## src/rtl/airi5c_lzc_pkg.sv

```systemverilog
// ============================================================================
// Module : airi5c_lzc_pkg
// Brief  : Shared count-mode encodings and count-width helper for LZC users.
// Rev    : 1.0
// ============================================================================
`default_nettype none

package airi5c_lzc_pkg;

    typedef enum logic [1:0] {
        LZC_LZ  = 2'b00,
        LZC_LO  = 2'b01,
        LZC_TZ  = 2'b10,
        LZC_RSV = 2'b11
    } lzc_mode_e;

    // Count must be able to represent WIDTH itself (all-zero operand).
    function automatic int lzc_cw(input int width);
        return $clog2(width) + 1;
    endfunction

endpackage

`default_nettype wire

```

## src/rtl/airi5c_lzc_group.sv

```systemverilog
// ============================================================================
// Module : airi5c_lzc_group
// Brief  : Leading-zero count of one 4-bit group plus its all-zero flag.
// Rev    : 1.0
// ============================================================================
`default_nettype none

module airi5c_lzc_group (
    input  logic [3:0] nib,
    output logic [1:0] cnt,
    output logic       zero
);

    always_comb begin
        cnt  = 2'd0;
        zero = (nib == 4'b0000);
        casez (nib)
            4'b1???: cnt = 2'd0;
            4'b01??: cnt = 2'd1;
            4'b001?: cnt = 2'd2;
            4'b0001: cnt = 2'd3;
            default: cnt = 2'd0;
        endcase
    end

endmodule

`default_nettype wire

```

## src/rtl/airi5c_lzc_pipe.sv

```systemverilog
// ============================================================================
// Module : airi5c_lzc_pipe
// Brief  : Two-stage leading-zero/one and trailing-zero counter with normaliser.
// Rev    : 1.0
// ============================================================================
`default_nettype none

module airi5c_lzc_pipe
    import airi5c_lzc_pkg::*;
#(
    parameter  int WIDTH = 32,
    localparam int CW    = lzc_cw(WIDTH)
) (
    input  logic             clk,
    input  logic             n_reset,
    input  logic             kill,
    input  logic             in_valid,
    output logic             in_ready,
    input  logic [WIDTH-1:0] in_data,
    input  logic [1:0]       in_mode,
    output logic             out_valid,
    input  logic             out_ready,
    output logic [CW-1:0]    out_count,
    output logic             out_zero,
    output logic [WIDTH-1:0] out_norm
);

    localparam int NG = WIDTH / 4;

    logic [WIDTH-1:0]     w_rev;
    logic [WIDTH-1:0]     w_xform;
    logic [NG-1:0][1:0]   w_grp_cnt;
    logic [NG-1:0]        w_grp_zero;
    logic [CW-1:0]        w_count;
    logic                 w_zero;
    logic [WIDTH-1:0]     w_norm;
    logic                 w_adv1;
    logic                 w_adv2;
    logic                 w_take_in;
    logic                 w_load2;

    logic                 r_s1_valid;
    logic [WIDTH-1:0]     r_s1_data;
    lzc_mode_e            r_s1_mode;
    logic [NG-1:0][1:0]   r_s1_grp_cnt;
    logic [NG-1:0]        r_s1_grp_zero;
    logic                 r_out_valid;
    logic [CW-1:0]        r_out_count;
    logic                 r_out_zero;
    logic [WIDTH-1:0]     r_out_norm;

    always_comb begin
        w_rev = '0;
        for (int i = 0; i < WIDTH; i++) begin
            w_rev[i] = in_data[WIDTH-1-i];
        end
        case (lzc_mode_e'(in_mode))
            LZC_LO:  w_xform = ~in_data;
            LZC_TZ:  w_xform = w_rev;
            default: w_xform = in_data;
        endcase
    end

    // Group 0 is the most significant nibble.
    for (genvar g = 0; g < NG; g++) begin : g_grp
        airi5c_lzc_group u_grp (
            .nib  (w_xform[WIDTH-1-4*g -: 4]),
            .cnt  (w_grp_cnt[g]),
            .zero (w_grp_zero[g])
        );
    end

    // Scan from the LSB group upward so the most significant non-zero group wins.
    always_comb begin
        w_count = CW'(WIDTH);
        for (int g = NG - 1; g >= 0; g--) begin
            if (!r_s1_grp_zero[g]) begin
                w_count = CW'(4 * g) + CW'(r_s1_grp_cnt[g]);
            end
        end
        w_zero = &r_s1_grp_zero;
        if (w_zero) begin
            w_norm = '0;
        end else if (r_s1_mode == LZC_TZ) begin
            w_norm = r_s1_data >> w_count;
        end else begin
            w_norm = r_s1_data << w_count;
        end
    end

    assign w_adv2    = !r_out_valid || out_ready;
    assign w_adv1    = !r_s1_valid || w_adv2;
    assign w_take_in = in_valid && w_adv1 && !kill;
    assign w_load2   = r_s1_valid && w_adv2 && !kill;
    assign in_ready  = w_adv1;

    always_ff @(posedge clk or negedge n_reset) begin
        if (!n_reset) begin
            r_s1_valid  <= 1'b0;
            r_out_valid <= 1'b0;
        end else if (kill) begin
            r_s1_valid  <= 1'b0;
            r_out_valid <= 1'b0;
        end else begin
            if (w_adv1) r_s1_valid  <= in_valid;
            if (w_adv2) r_out_valid <= r_s1_valid;
        end
    end

    // Data only moves with a real transfer, so idle outputs stay at their reset value.
    always_ff @(posedge clk or negedge n_reset) begin
        if (!n_reset) begin
            r_s1_data     <= '0;
            r_s1_mode     <= LZC_LZ;
            r_s1_grp_cnt  <= '0;
            r_s1_grp_zero <= '0;
            r_out_count   <= '0;
            r_out_zero    <= 1'b0;
            r_out_norm    <= '0;
        end else begin
            if (w_take_in) begin
                r_s1_data     <= in_data;
                r_s1_mode     <= lzc_mode_e'(in_mode);
                r_s1_grp_cnt  <= w_grp_cnt;
                r_s1_grp_zero <= w_grp_zero;
            end
            if (w_load2) begin
                r_out_count <= w_count;
                r_out_zero  <= w_zero;
                r_out_norm  <= w_norm;
            end
        end
    end

    assign out_valid = r_out_valid;
    assign out_count = r_out_count;
    assign out_zero  = r_out_zero;
    assign out_norm  = r_out_norm;

endmodule

`default_nettype wire

```

## config.mk

```make
export PLATFORM = sky130hd
export DESIGN_NAME = airi5c_lzc_pipe
export DESIGN_NICKNAME = d
export VERILOG_FILES = /design/src/rtl/airi5c_lzc_pkg.sv /design/src/rtl/airi5c_lzc_group.sv /design/src/rtl/airi5c_lzc_pipe.sv
export SDC_FILE = /design/constraint.sdc
export NUM_CORES = 1
export LEC_CHECK = 0
export ABC_AREA = 1
export ABC_CLOCK_PERIOD_IN_PS = 2300
export BUFFER_PORTS_ARGS = -buffer_cell sky130_fd_sc_hd__buf_2
export CAP_MARGIN = 20
export CORE_MARGIN = 2
export CORE_UTILIZATION = 41
export DETAILED_ROUTE_END_ITERATION = 16
export GPL_TIMING_DRIVEN = 0
export SYNTH_ARGS = -nofsm -noshare
export SYNTH_HDL_FRONTEND = slang
export SYNTH_HIERARCHICAL = 1
export SYNTH_SLANG_ARGS = --single-unit
```

## constraint.sdc

```tcl
create_clock -name clk -period 2.3 [get_ports clk]
set_input_delay 0.23 -clock clk [delete_from_list [all_inputs] [get_ports clk]]
set_output_delay 0.23 -clock clk [all_outputs]
set_load 0.01 [all_outputs]
```

==> summary.md <==
| Metric | Value |
|---|---|
| Status | `finished, violations left` |
| Violated checks | `setup timing` |
| TNS Setup | `-970 ps` |
| Met3 wire length | `2920 um` |
| GRT Util Overall | `35.7%` |
| CTS H-tree lvls | `3` |
| Largest area contributor in the netlist | `dfrtp_1` |
| Max IR drop VDD | `0.514 mV` |
| Hold Vio Cnt, Final | `0` |
| Setup ws final | `-77.1 ps` |
| CP max stage cell | `dfrtp_2` |
| Vias in the first global route | `9970` |
| Share of cells above drive strength 1 | `37.6%` |
| Area delta synth->final | `39.9%` |
| Cell variety after synth | `28` |
| Initial DRC count | `973` |
| Final antenna-violating net count | `0` |
| Post-Layout Cell Count | `1787` |
| Synthesized area | `0.00848 mm2` |
| Num Clock Sinks | `99` |
| Crit end category | `register` |
| Mean Syn Cell Area | `6.08 um2` |
| Initial Util | `41.9%` |
| Crit path required time | `2600 ps` |
| Wirelength, routed | `40500 um` |
| Hold slack | `66.0 ps` |
| Sequential area share after synthesis | `29.2%` |
| PD cells | `1080 mW/mm2` |
| Worst-path fanout max | `10` |
| Fin crit share | `103%` |
| N_diodes | `0` |
| Height of the die | `148 um` |
| Clock root buffer | `clkbuf_16` |
| Most Frequent Cell on Critical Path | `nand2_1` |
| Final Max Tran Viols | `0` |
| Worst path bufs/invs | `2` |
| CTS tree | `done` |
| Relative slew slack | `44.6%` |
| Largest net degree at the start of global routing | `54` |
| Max-Cap Viols | `0` |
| RePlAce Congestion | `0.993` |
| Number of antenna violations at the first check in global routing | `0` |
| Minimum clock period | `2380 ps` |
| Fmax | `0.421 GHz` |
| First-pass GRT wire length | `58700 um` |
| Yosys top cell area share | `29.2%` |
| Cell count after placement | `1743` |
| Die footprint | `0.0218 mm2` |
| Site row count | `52` |
| TritonCTS Buffers | `9` |
| Top cells by area, synth | `dfrtp_1 29%, nand3_1 22%, nand2_1 19%, inv_1 4.5%, o21ai_0 4.4%` |
| Port bufs | `79` |
| Bufs on Longest Clock Path | `2` |
| Synthesized instance count | `1393` |
| Layout Nets | `1553` |
| Clock latency on the worst-skew pair | `370 ps` |
| Top Ports | `80` |
| Worst setup SP type | `register` |
| P_leak | `0.00586 uW` |
| Ys Warns | `6` |
| Worst slew pin tran | `831 ps` |
| Core area | `0.0202 mm2` |
| Grt ovf | `0` |
| CP Cell Sequence | `inv_2 -> nand2_1 -> nand3_1 -> nand2_1 -> nand2_1 -> nand2_1 -> nand2_1 -> nand2_1 -> nand2_4 -> buf_4 -> nand3_2 -> nand3_1 -> nand2_2 -> nand2_1 -> nand3_2 -> nand3_1 -> nand2_1 -> nand2_1` |
| Setup Viol. Count Final | `25` |
| HPWL after detailed placement | `30000 um` |
| Hold Crit Class | `in2reg` |
| Max layer used | `met4` |
| WL met2 | `18600 um` |
| Met1 WL | `15800 um` |
| Pre-CTS setup slack | `-645 ps` |
| Kind of cell adding the most delay to the critical path | `simple AND/OR/NAND/NOR gates` |
| Critical path type | `reg2reg` |
| Via Count | `10676` |
| Flops & latches, synth | `99` |
| Vias per cell | `5.97` |
| Power Total | `12800 uW` |
| Crit path largest cell delay | `450 ps` |
| Syn Nets | `1434` |
| Setup Skew | `12.9 ps` |
| WP data arrival | `2680 ps` |
| CTS clk-pin slew, worst paths | `80 ps` |
| Chip width | `148 um` |
| 1st-pass router iterations | `5` |
| Drt wl/cell | `22.6 um` |
| RSZ-0062 raised after global routing | `true` |
| DRC | `0` |
cell families (layout without fill, tap and decap cells):
family,count (synthesis),count (layout),synth area share [%]
buf+inv,217,341,10.6
simple gates,898,898,47.7
compound gates,165,165,10.6
flops,99,99,29.2
mux,12,12,1.59
fa+ha+maj,2,2,0.295
through the flow:
step | instance area [um2] | utilization, %
after floorplan | 8480 | -
after global placement | 9210 | 45.5
after detailed placement | 9240 | 45.7
after CTS | 10400 | 51.5
after global routing | 11900 | 58.6
final | 11900 | 58.6
cells in the mapped netlist:
library cell	instances
a21oi_1	42
a21oi_2	9
buf_1	3
buf_12	1
buf_2	20
buf_4	4
buf_6	3
clkbuf_1	54
clkinv_1	3
clkinv_2	1
dfrtp_1	99
ha_1	2
inv_1	102
inv_2	26
mux2_2	12
nand2_1	423
nand2_2	27
nand2_4	4
nand2_8	1
nand3_1	376
nand3_2	2
nand3b_1	3
nand4_1	9
nor2_1	36
nor2_2	17
o21ai_0	75
o21ai_1	7
o22ai_1	32
power by group:
group          switching [uW]  internal, uW  leakage [uW]  total [uW]
combinational            5880          2970       0.00449        8850
clock                     810           765      0.000145        1580
sequential                249          2170       0.00123        2420
placed cells by master (no fill, tap or decap), types with 36 or more instances in the layout:
cell | Yosys | final
nand3_4 | 0 | 44
nand3_1 | 376 | 168
a21oi_1 | 42 | 36
nand2_1 | 423 | 353
buf_2 | 20 | 85
inv_1 | 102 | 98
dfrtp_1 | 99 | 98
nand3_2 | 2 | 166
nand2_2 | 27 | 76
o21ai_0 | 75 | 73
sequential cells by signal, summed over array words and instances, names as in the netlist:
name,count
out_count,6
r_s1_grp_zero,8
r_s1_valid,1
out_zero,1
out_valid,1
r_s1_mode,2
out_norm,32
r_s1_grp_cnt,16
r_s1_data,32
routing by layer:
| metal | global-route usage [%] | vias up |
|---|---|---|
| met5 | 0 | - |
| met4 | 22.3 | 0 |
| met3 | 5.34 | 178 |
| met2 | 58.7 | 558 |
| met1 | 44.1 | 5067 |
| li1 | - | 4873 |
worst register-to-register path, cell delays in order, from the launching register on:
cell and delay [ps]:
dfrtp_2 450, inv_2 80, nand2_1 50, nand3_1 70
nand2_1 50, nand2_1 80, nand2_1 60, nand2_1 60
nand2_1 80, nand2_4 170, buf_4 300, nand3_2 180
nand3_1 120, nand2_2 100, nand2_1 90, nand3_2 140
nand3_1 110, nand2_1 70, nand2_1 50
final cells by class:
| cell class | instances | area (um2) |
|---|---|---|
| Buffer | 84 | 584 |
| Fill cell | 1975 | 8380 |
| Inverter | 132 | 510 |
| Timing Repair Buffer | 109 | 756 |
| Clock inverter | 7 | 67.6 |
| Clock buffer | 9 | 225 |
| Tap cell | 270 | 338 |
| Sequential cell | 99 | 2480 |
| Multi-Input combinational cell | 1077 | 6900 |
path summary, 6_finish.rpt:
kind                                              start                            to  slack [ps]  depth (start not counted)
setup / recovery           r_s1_grp_zero[6]$_DFFE_PN0P_      out_norm[25]$_DFFE_PN0P_         -80                         18
hold / removal                                     kill        r_s1_valid$_DFFE_PN0P_          70                          2
setup reg to reg           r_s1_grp_zero[6]$_DFFE_PN0P_      out_norm[25]$_DFFE_PN0P_         -80                         18
hold reg to reg                out_norm[20]$_DFFE_PN0P_      out_norm[20]$_DFFE_PN0P_         470                          2
max in group asynchronous                       n_reset  r_s1_grp_zero[6]$_DFFE_PN0P_        1180                          3
min in group asynchronous                       n_reset      out_count[2]$_DFFE_PN0P_         400                          2
what timing repair did:
item / 4_1_cts / 5_1_grt
hold buffers: 1 / 0
buffers inserted: 13 / 12
pin swaps: 18 / 66
gates resized for setup: 187 / 286
cloned: 1 / 2
hold endpoints to repair: 46 / 0
setup endpoints to repair: 34 / 44
(Power assumes the default switching activity.)
